===== src/rtl/serializzatore_if.sv =====
// Handshake and serial-line bundle between a 4-bit producer and the serializzatore.
interface serializzatore_if;
    logic [3:0] dato_in;
    logic       valid_in;
    logic       ready_out;
    logic       tx;
    logic       busy;
    logic [7:0] frame_cnt;

    modport master (
        output dato_in,
        output valid_in,
        input  ready_out,
        input  tx,
        input  busy,
        input  frame_cnt
    );

    modport slave (
        input  dato_in,
        input  valid_in,
        output ready_out,
        output tx,
        output busy,
        output frame_cnt
    );
endinterface


===== src/rtl/serializzatore.sv =====
// Framed serial transmitter for a 4-bit value: start, 4 data bits LSB first, optional even
// parity (macro PARITY_EN), stop; each bit held BIT_TICKS cycles. Counts completed frames.
module serializzatore #(
    parameter int unsigned BIT_TICKS = 4
) (
    input  logic            clock,
    input  logic            reset,
    serializzatore_if.slave bus
);
    localparam logic [7:0] TICK_LAST = 8'(BIT_TICKS - 1);

    typedef enum logic [2:0] {
        IDLE   = 3'd0,
        START  = 3'd1,
        DATA   = 3'd2,
`ifdef PARITY_EN
        PARITY = 3'd3,
`endif
        STOP   = 3'd4
    } state_t;

    state_t     state_q, state_d;
    logic [7:0] tick_q, tick_d;
    logic [1:0] bit_idx_q, bit_idx_d;
    logic [3:0] shift_q, shift_d;
    logic       tx_q, tx_d;
    logic [7:0] frame_cnt_q, frame_cnt_d;
    logic       bit_done_s;
`ifdef PARITY_EN
    logic       par_q, par_d;
`endif

    assign bit_done_s = (tick_q == TICK_LAST);

    // Next-state logic: frame sequencing, bit timing and frame counting
    always_comb begin
        state_d     = state_q;
        tick_d      = tick_q;
        bit_idx_d   = bit_idx_q;
        shift_d     = shift_q;
        frame_cnt_d = frame_cnt_q;
`ifdef PARITY_EN
        par_d       = par_q;
`endif
        case (state_q)
            IDLE: begin
                if (bus.valid_in) begin
                    state_d   = START;
                    tick_d    = 8'd0;
                    bit_idx_d = 2'd0;
                    shift_d   = bus.dato_in;
`ifdef PARITY_EN
                    par_d     = ^bus.dato_in;
`endif
                end else begin
                    state_d = IDLE;
                end
            end
            START: begin
                if (bit_done_s) begin
                    state_d   = DATA;
                    tick_d    = 8'd0;
                    bit_idx_d = 2'd0;
                end else begin
                    tick_d = tick_q + 8'd1;
                end
            end
            DATA: begin
                if (bit_done_s) begin
                    tick_d    = 8'd0;
                    shift_d   = {1'b0, shift_q[3:1]};
                    bit_idx_d = bit_idx_q + 2'd1;
                    if (bit_idx_q == 2'd3) begin
`ifdef PARITY_EN
                        state_d = PARITY;
`else
                        state_d = STOP;
`endif
                    end else begin
                        state_d = DATA;
                    end
                end else begin
                    tick_d = tick_q + 8'd1;
                end
            end
`ifdef PARITY_EN
            PARITY: begin
                if (bit_done_s) begin
                    state_d = STOP;
                    tick_d  = 8'd0;
                end else begin
                    tick_d = tick_q + 8'd1;
                end
            end
`endif
            STOP: begin
                if (bit_done_s) begin
                    state_d     = IDLE;
                    tick_d      = 8'd0;
                    frame_cnt_d = frame_cnt_q + 8'd1;
                end else begin
                    tick_d = tick_q + 8'd1;
                end
            end
            default: begin
                state_d = IDLE;
                tick_d  = 8'd0;
            end
        endcase
    end

    // Line level for the coming cycle, so tx is a plain flop output
    always_comb begin
        tx_d = 1'b1;
        case (state_d)
            IDLE:    tx_d = 1'b1;
            START:   tx_d = 1'b0;
            DATA:    tx_d = shift_d[0];
`ifdef PARITY_EN
            PARITY:  tx_d = par_d;
`endif
            STOP:    tx_d = 1'b1;
            default: tx_d = 1'b1;
        endcase
    end

    // State registers with synchronous reset; reset aborts any frame in flight
    always_ff @(posedge clock) begin
        if (reset) begin
            state_q     <= IDLE;
            tick_q      <= 8'd0;
            bit_idx_q   <= 2'd0;
            shift_q     <= 4'd0;
            tx_q        <= 1'b1;
            frame_cnt_q <= 8'd0;
`ifdef PARITY_EN
            par_q       <= 1'b0;
`endif
        end else begin
            state_q     <= state_d;
            tick_q      <= tick_d;
            bit_idx_q   <= bit_idx_d;
            shift_q     <= shift_d;
            tx_q        <= tx_d;
            frame_cnt_q <= frame_cnt_d;
`ifdef PARITY_EN
            par_q       <= par_d;
`endif
        end
    end

    assign bus.tx        = tx_q;
    assign bus.ready_out = (state_q == IDLE);
    assign bus.busy      = (state_q != IDLE);
    assign bus.frame_cnt = frame_cnt_q;
endmodule


===== src/flat_wrapper.sv =====
// flat-port wrapper written by rule: the top's interface ports become plain ports
module serializzatore_flat 
#(
    parameter int unsigned BIT_TICKS = 4
)
  (clock, reset, bus_dato_in, bus_valid_in, bus_ready_out, bus_tx, bus_busy, bus_frame_cnt);
  serializzatore_if bus_i ();
  input  logic clock;
  input  logic reset;
  input wire logic [$bits(bus_i.dato_in)-1:0] bus_dato_in;
  input wire logic [$bits(bus_i.valid_in)-1:0] bus_valid_in;
  output wire logic [$bits(bus_i.ready_out)-1:0] bus_ready_out;
  output wire logic [$bits(bus_i.tx)-1:0] bus_tx;
  output wire logic [$bits(bus_i.busy)-1:0] bus_busy;
  output wire logic [$bits(bus_i.frame_cnt)-1:0] bus_frame_cnt;
  assign bus_i.dato_in = bus_dato_in;
  assign bus_i.valid_in = bus_valid_in;
  assign bus_ready_out = bus_i.ready_out;
  assign bus_tx = bus_i.tx;
  assign bus_busy = bus_i.busy;
  assign bus_frame_cnt = bus_i.frame_cnt;
  serializzatore #(.BIT_TICKS(BIT_TICKS)) u_core (.clock(clock), .reset(reset), .bus(bus_i));
endmodule

===== config.mk =====
export PLATFORM = sky130hd
export DESIGN_NAME = serializzatore_flat
export DESIGN_NICKNAME = d
export VERILOG_FILES = /design/src/rtl/serializzatore_if.sv /design/src/rtl/serializzatore.sv /design/src/flat_wrapper.sv
export SDC_FILE = /design/constraint.sdc
export NUM_CORES = 1
export LEC_CHECK = 0
export BUFFER_PORTS_ARGS = -buffer_cell sky130_fd_sc_hd__buf_2
export CORE_ASPECT_RATIO = 0.6
export CORE_MARGIN = 2
export CORE_UTILIZATION = 44
export DETAILED_ROUTE_END_ITERATION = 16
export PLACE_DENSITY = 0.6
export SYNTH_ARGS = -nofsm -noshare
export SYNTH_HDL_FRONTEND = slang
export SYNTH_SLANG_ARGS = --single-unit

===== constraint.sdc =====
create_clock -name clock -period 4 [get_ports clock]
set_input_delay 0.8 -clock clock [delete_from_list [all_inputs] [get_ports clock]]
set_output_delay 0.8 -clock clock [all_outputs]
set_load 0.005 [all_outputs]

==> results of run 1 <==
[cell usage in the layout, fill, tap and decap left out]
| cell | netlist | layout |
|---|---|---|
| nand2_1 | 10 | 10 |
| nor4b_4 | 1 | 1 |
| buf_2 | 1 | 17 |
| clkbuf_8 | 0 | 4 |
| and3_1 | 3 | 3 |
| o21ai_1 | 1 | 1 |
| dfxtp_1 | 26 | 26 |
| a221o_1 | 1 | 1 |
| or4b_1 | 2 | 2 |
| o31ai_2 | 1 | 1 |
| or3b_2 | 1 | 1 |
| mux2i_1 | 2 | 2 |
| o211ai_1 | 1 | 1 |
| or3_1 | 4 | 4 |
| o21ba_2 | 1 | 1 |
| nand3_1 | 7 | 7 |
| o311ai_0 | 2 | 2 |
| nor4_1 | 2 | 2 |
| nor4b_1 | 2 | 2 |
| nor2b_1 | 3 | 3 |
| xnor2_1 | 8 | 8 |
| a21oi_1 | 10 | 10 |
| inv_1 | 3 | 3 |
| nor2_1 | 6 | 6 |
| nand2b_1 | 1 | 1 |
| nor3_1 | 12 | 12 |
| o21ai_0 | 5 | 5 |
| a22oi_1 | 2 | 2 |
| ha_1 | 3 | 3 |
| a31oi_1 | 1 | 1 |
| nor3_2 | 1 | 1 |
| nor3b_1 | 2 | 2 |
| or4_1 | 1 | 1 |
| xor2_1 | 5 | 5 |
| nand4_1 | 7 | 7 |
[cells by family after synthesis]
group / count (synthesis)
AO/OA/AOI/OAI: 25
XOR/XNOR: 13
adder cells (fa/ha/maj): 3
buffers and inverters: 11
flip-flops: 26
multiplexers: 2
AND/OR/NAND/NOR: 65
[per-layer routing]
metal  wire [um]  vias up
met5           0        -
met2        1030       22
met3         144        2
li1            -      561
met1        1460      495
met4           9        0
[path summary, 6_finish.rpt]
check,start,endpoint,slack [ns],cells after the start
worst min register to register,u_core.shift_q[1],u_core.shift_q[1],0.47,2
worst max-delay path,u_core.tick_q[0],u_core.tick_q[5],1.86,5
worst max register to register,u_core.tick_q[0],u_core.tick_q[5],1.86,5
worst min-delay path,u_core.shift_q[1],u_core.shift_q[1],0.47,2
[state kept, by name (all words and copies together), names as in the netlist]
signal                cells
u_core.bit_idx_q          2
u_core.bus.frame_cnt      8
u_core.bus.tx             1
u_core.shift_q            4
u_core.state_q            3
u_core.tick_q             8
[power by group through the flow]
stage	Clock (mW)	Combinational, mW	Sequential [mW]
2_1_floorplan	0	0.0305	0.273
3_3_place_gp	0	0.0365	0.276
3_5_place_dp	0	0.0371	0.276
4_1_cts	0.171	0.0374	0.270
5_1_grt	0.183	0.0416	0.271
6_report	0.165	0.0376	0.270
[worst max-delay path: cells and delay by family, from the launching register on]
kind	cells	cell delay (ns)
AOI/OAI and AO/OA	1	0.54
adders and majority gates	1	0.27
and+or+nand+nor	3	0.79
DFF	1	0.38
[area by class of cell]
| type | count | area (um^2) |
|---|---|---|
| well taps | 42 | 52.6 |
| multi-input cells | 108 | 713 |
| fillers | 274 | 1400 |
| repair buffers | 17 | 85.1 |
| flip-flops and latches | 26 | 520 |
| clock buffers | 4 | 55.1 |
| inverters | 3 | 11.3 |
[per-stage QoR]
step | hold WS [ns] | power (mW) | setup slack [ns]
2_1_floorplan | 0.448 | 0.304 | 2.04
3_3_place_gp | 0.463 | 0.312 | 1.85
3_5_place_dp | 0.461 | 0.313 | 1.82
4_1_cts | 0.475 | 0.478 | 1.90
5_1_grt | 0.493 | 0.495 | 1.64
6_report | 0.475 | 0.473 | 1.86
==> impl_metrics.ini, run 1 <==
[status]
status = finished, final reports clean

[layout]
final-instance-count-excl-fill = 200
final_util = 0.507
drive_gt1_frac = 0.165
fin_nets = 169
areaGrowthSynthToFinish_pct = 11.7
antennaDiodeCount = 0
final_cell_area_um2 = 1440

[power]
p_int_uw = 368
leakagePower_nw = 0.526
ir_drop_mv = 0.165
power.switching_uw = 105
p_clk_frac = 0.349
combPwrFrac = 0.079
swShare = 0.221
seq_power_share = 0.572
cellPowerDensity_nw_per_um2 = 329

[place]
gp_congestion = 0.841
dpl_cell_area_um2 = 1380
hpwl_um = 1950
port_buffers = 17
placedCellCount = 196

[route]
drtPass1Iterations = 4
drtAntennaViolNets = 0
drc = 0
viasPerCell = 5.40
num_vias = 1080
drt_iter0_markers = 76
wl_um = 2640
routedWlPerCell_um = 13.2

[setup_path]
cp.required_ns = 4.13
cp-end-kind = flop
critPathKind = flop to flop
crit_path_start_kind = flop
worstPathMaxFanout = 9
crit_arrival_ns = 2.26
path_cells = ha_1 > nor4b_4 > nand2_1 > a21oi_1 > nor3_1
cp_slowest_cell = a21oi_1
crit_path_max_incr_delay_ns = 0.54

[grt]
grt_max_degree = 27
grt_pass1_vias = 907
antenna_found_initial = 0
overflow = 0
grt_busiest_layer = met1
grt_first_pass_wirelength_um = 4300
met2_usage = 0.238
use_met3 = 0.0509
grtUsageMet1 = 0.254
grt_usage = 0.169

[synth]
ys_seq_area_frac = 0.404
synth_edf_count = 0
synth_mux_area_frac = 0.0155
syn_nets = 155
post-synth-top-count-cell = dfxtp_1
async_reset_ff_frac = 0
netlist_instances = 145
synth-compound-area-share = 0.123
synth_area_um2 = 1290
avgSynthCellArea_um2 = 8.88
synth_cell_type_count = 38
synth_flop_cell = dfxtp_1
synth_adder_area_share = 0.0292
yosysTopAreaCell = dfxtp_1
ys_warn_count = 0
yosys-top-cells-count = dfxtp_1 (26), nor3_1 (12), a21oi_1 (10), nand2_1 (10), xnor2_1 (8)
yosysTopAreaCellShare = 0.404
synth_area_leaders = dfxtp_1 (40%), xnor2_1 (5.4%), nor3_1 (4.7%)
ys_ff_latch = 26
synth_top_family_by_area = simple AND/OR/NAND/NOR gates
synth-simple-area-share = 0.297
yosys.area_share.xor_xnor = 0.0884

[die]
die_area_um2 = 3390
chipHeight_um = 45.9
die_w_um = 73.8
io_pins = 18
initial_core_util = 0.454
rows = 15
core-area_um2 = 2830

[sta]
tns_ns = 0
skew_ns = 0.00805
period_minus_slack_ns = 2.14
fmax_mhz = 468
min_period_over_period = 0.534
rsz0062_at_grt = no
setup_violations = 0
slew_headroom = 0.389
hold_violations = 0
tightest_slew_ns = 0.903
drv_slew = 0

[clock_tree]
cts-resized-gates = 0
h-tree-depth = 1
cts_tree = done
clk_latency_ns = 0.27
cts_sinks = 26
ctsLongestPathBuffers = 2
post_cts_buffers = 0
cts_made_buffers = 3
root_buffer = clkbuf_8
path_clk_slew_ns = 0.09
cts_hold_buf = 0

[run]
drv_cap = 0

[hold_path]
hold_path_class = flop to flop
Note: power is estimated with default switching activity, not from simulation.
==> run 2: changes to the inputs <==
--- a/config.mk
+++ b/config.mk
@@ -10,7 +10,7 @@
 export CORE_MARGIN = 2
 export CORE_UTILIZATION = 44
 export DETAILED_ROUTE_END_ITERATION = 16
-export PLACE_DENSITY = 0.6
+export PLACE_DENSITY = 0.62
 export SYNTH_ARGS = -nofsm -noshare
 export SYNTH_HDL_FRONTEND = slang
 export SYNTH_SLANG_ARGS = --single-unit
==> constraint.sdc (replaced) <==
create_clock -name clock -period 1.85 [get_ports clock]
set_input_delay 0.37 -clock clock [delete_from_list [all_inputs] [get_ports clock]]
set_output_delay 0.37 -clock clock [all_outputs]
set_load 0.005 [all_outputs]
==> run 2 against run 1 <==
  * Sequential share of layout area decreased by 3.7 points
  * Clock power increased by 120%
  * Via count up 11%
==> impl_metrics.ini, run 2 (synthesis gave the netlist of run 1 again) <==
[status]
status = finished, final reports clean

[sta]
min_period_over_period = 0.962
fmax_mhz = 562
rsz0062_at_grt = no
tns_ns = 0
period_minus_slack_ns = 1.78
tightest_slew_ns = 0.484
setup_ws_ns = 0.0711
hold_violations = 0
slew_headroom = 0.677
setup_violations = 0
skew_ns = 0.00750
drv_slew = 0
whs_ns = 0.338

[grt]
grt_pass1_vias = 1050
overflow = 0
grt_first_pass_wirelength_um = 5000
grt_usage = 0.194
grt_max_degree = 27
antenna_found_initial = 0

[setup_path]
cp_slowest_cell = or4b_4
cp-end-kind = flop
cp.required_ns = 2.01
r2r_cells = 5
critPathKind = flop to flop
crit_path_max_incr_delay_ns = 0.48
crit_arrival_ns = 1.94
worstPathMaxFanout = 3
path_cells = ha_4 > or4b_4 > o31ai_4 > o21ai_2 > a221o_1
crit_path_start_kind = flop
reg2reg_slack_ns = 0.07
r2r-end = u_core.bus.tx
r2r_start = u_core.tick_q[1]

[layout]
final_common_cell = dfxtp_1
multi_input_area_um2 = 742
layout_common_cells = dfxtp_1 (23), buf_4 (19), buf_2 (17), nor3_1 (12)
seq_area_um2 = 524
drive_gt1_frac = 0.288
fillerInstances = 242
final-instance-count-excl-fill = 219
fin_nets = 188
antennaDiodeCount = 0
areaGrowthSynthToFinish_pct = 25.3

[power]
cellPowerDensity_nw_per_um2 = 653
leakagePower_nw = 0.627
combPwrFrac = 0.098
ir_drop_mv = 0.421
swShare = 0.229
report.power.total_mw = 1.05
power.switching_uw = 241
p_clk_frac = 0.345
seq_power_share = 0.557
p_int_uw = 812

[route]
drtPass1Iterations = 4
viasPerCell = 5.45
drt_iter0_markers = 69
drc = 0
wl_um = 3120
routedWlPerCell_um = 14.3
num_vias = 1194
drtAntennaViolNets = 0

[place]
dpl_worst_slack_ns = 0.00938
gp_congestion = 0.808
hpwl_um = 2210
port_buffers = 17
placedCellCount = 211

[run]
drv_cap = 0

[die]
chipHeight_um = 45.9
die_area_um2 = 3390
io_pins = 18
core-area_um2 = 2830
rows = 15
die_w_um = 73.8
initial_core_util = 0.454

[hold_path]
hold-path-endpoint = u_core.shift_q[3]
hold_path_class = primary input to flop
whs_path_depth = 3
min-delay-start = bus_dato_in[3]

[clock_tree]
cts_tree = done
h-tree-depth = 1
path_clk_slew_ns = 0.09
clk_latency_ns = 0.27
ctsLongestPathBuffers = 2
cts_sinks = 26
root_buffer = clkbuf_8
cts_made_buffers = 3
==> run 2: cell count changes in the layout (fill, tap and decap cells not counted), sizes merged <==
cell / change
buf: +19
==> run 2: worst max-delay path by stage <==
stage / slack (ns) / cells after the start / end / from
2_1_floorplan: 0.06 / 5 / u_core.bus.tx / u_core.tick_q[0]
3_3_place_gp: 0.05 / 5 / u_core.bus.tx / u_core.tick_q[1]
3_5_place_dp: 0.009 / 5 / u_core.bus.tx / u_core.tick_q[1]
4_1_cts: 0.008 / 5 / u_core.bus.tx / u_core.tick_q[1]
5_1_grt: 0.01 / 5 / u_core.bus.tx / u_core.tick_q[1]
6_report: 0.07 / 5 / u_core.bus.tx / u_core.tick_q[1]
==> run 2: critical path, delay by kind of cell (launching register included) <==
kind | cells | cell delay (ns)
AO/OA/AOI/OAI | 3 | 0.69
AND/OR/NAND/NOR | 1 | 0.48
flip-flops | 1 | 0.37
adder cells (fa/ha/maj) | 1 | 0.14
==> run 2: timing repair <==
action	CTS	global route
pin swaps	1	1
resized for setup	0	8
hold endpoints to repair	0	0
setup buffers	0	4
hold buffers	0	0
cloned	0	0
setup endpoints to repair	1	5
==> run 2: power by group through the flow <==
stage                     registers (mW)  clock network (mW)  logic, mW
after floorplan                    0.591                   0     0.0658
after global placement             0.596                   0     0.0959
after detailed placement           0.597                   0     0.0991
after CTS                          0.584               0.374     0.0999
after global routing               0.589               0.396      0.116
final                              0.587               0.363      0.103
==> run 2: layout make-up <==
class | count | area share
Sequential cell | 26 | 0.325
Tap cell | 42 | 0.0326
Clock buffer | 4 | 0.0341
Inverter | 3 | 0.00698
Timing Repair Buffer | 36 | 0.141
Multi-Input combinational cell | 108 | 0.460
==> run 2: per-stage QoR <==
| stage | util | area (um^2) |
|---|---|---|
| after detailed placement | 0.528 | 1500 |
| final | 0.569 | 1610 |
| after global placement | 0.528 | 1500 |
| after floorplan | - | 1290 |
| after CTS | 0.547 | 1550 |
| after global routing | 0.569 | 1610 |
==> run 2: per-layer routing <==
layer / vias up / wire length (um) / track usage
met4: 0 / 4 / 0.0218
met1: 571 / 1600 / 0.279
met2: 23 / 1390 / 0.305
met5: - / 0 / 0
li1: 598 / - / -
met3: 2 / 123 / 0.0487
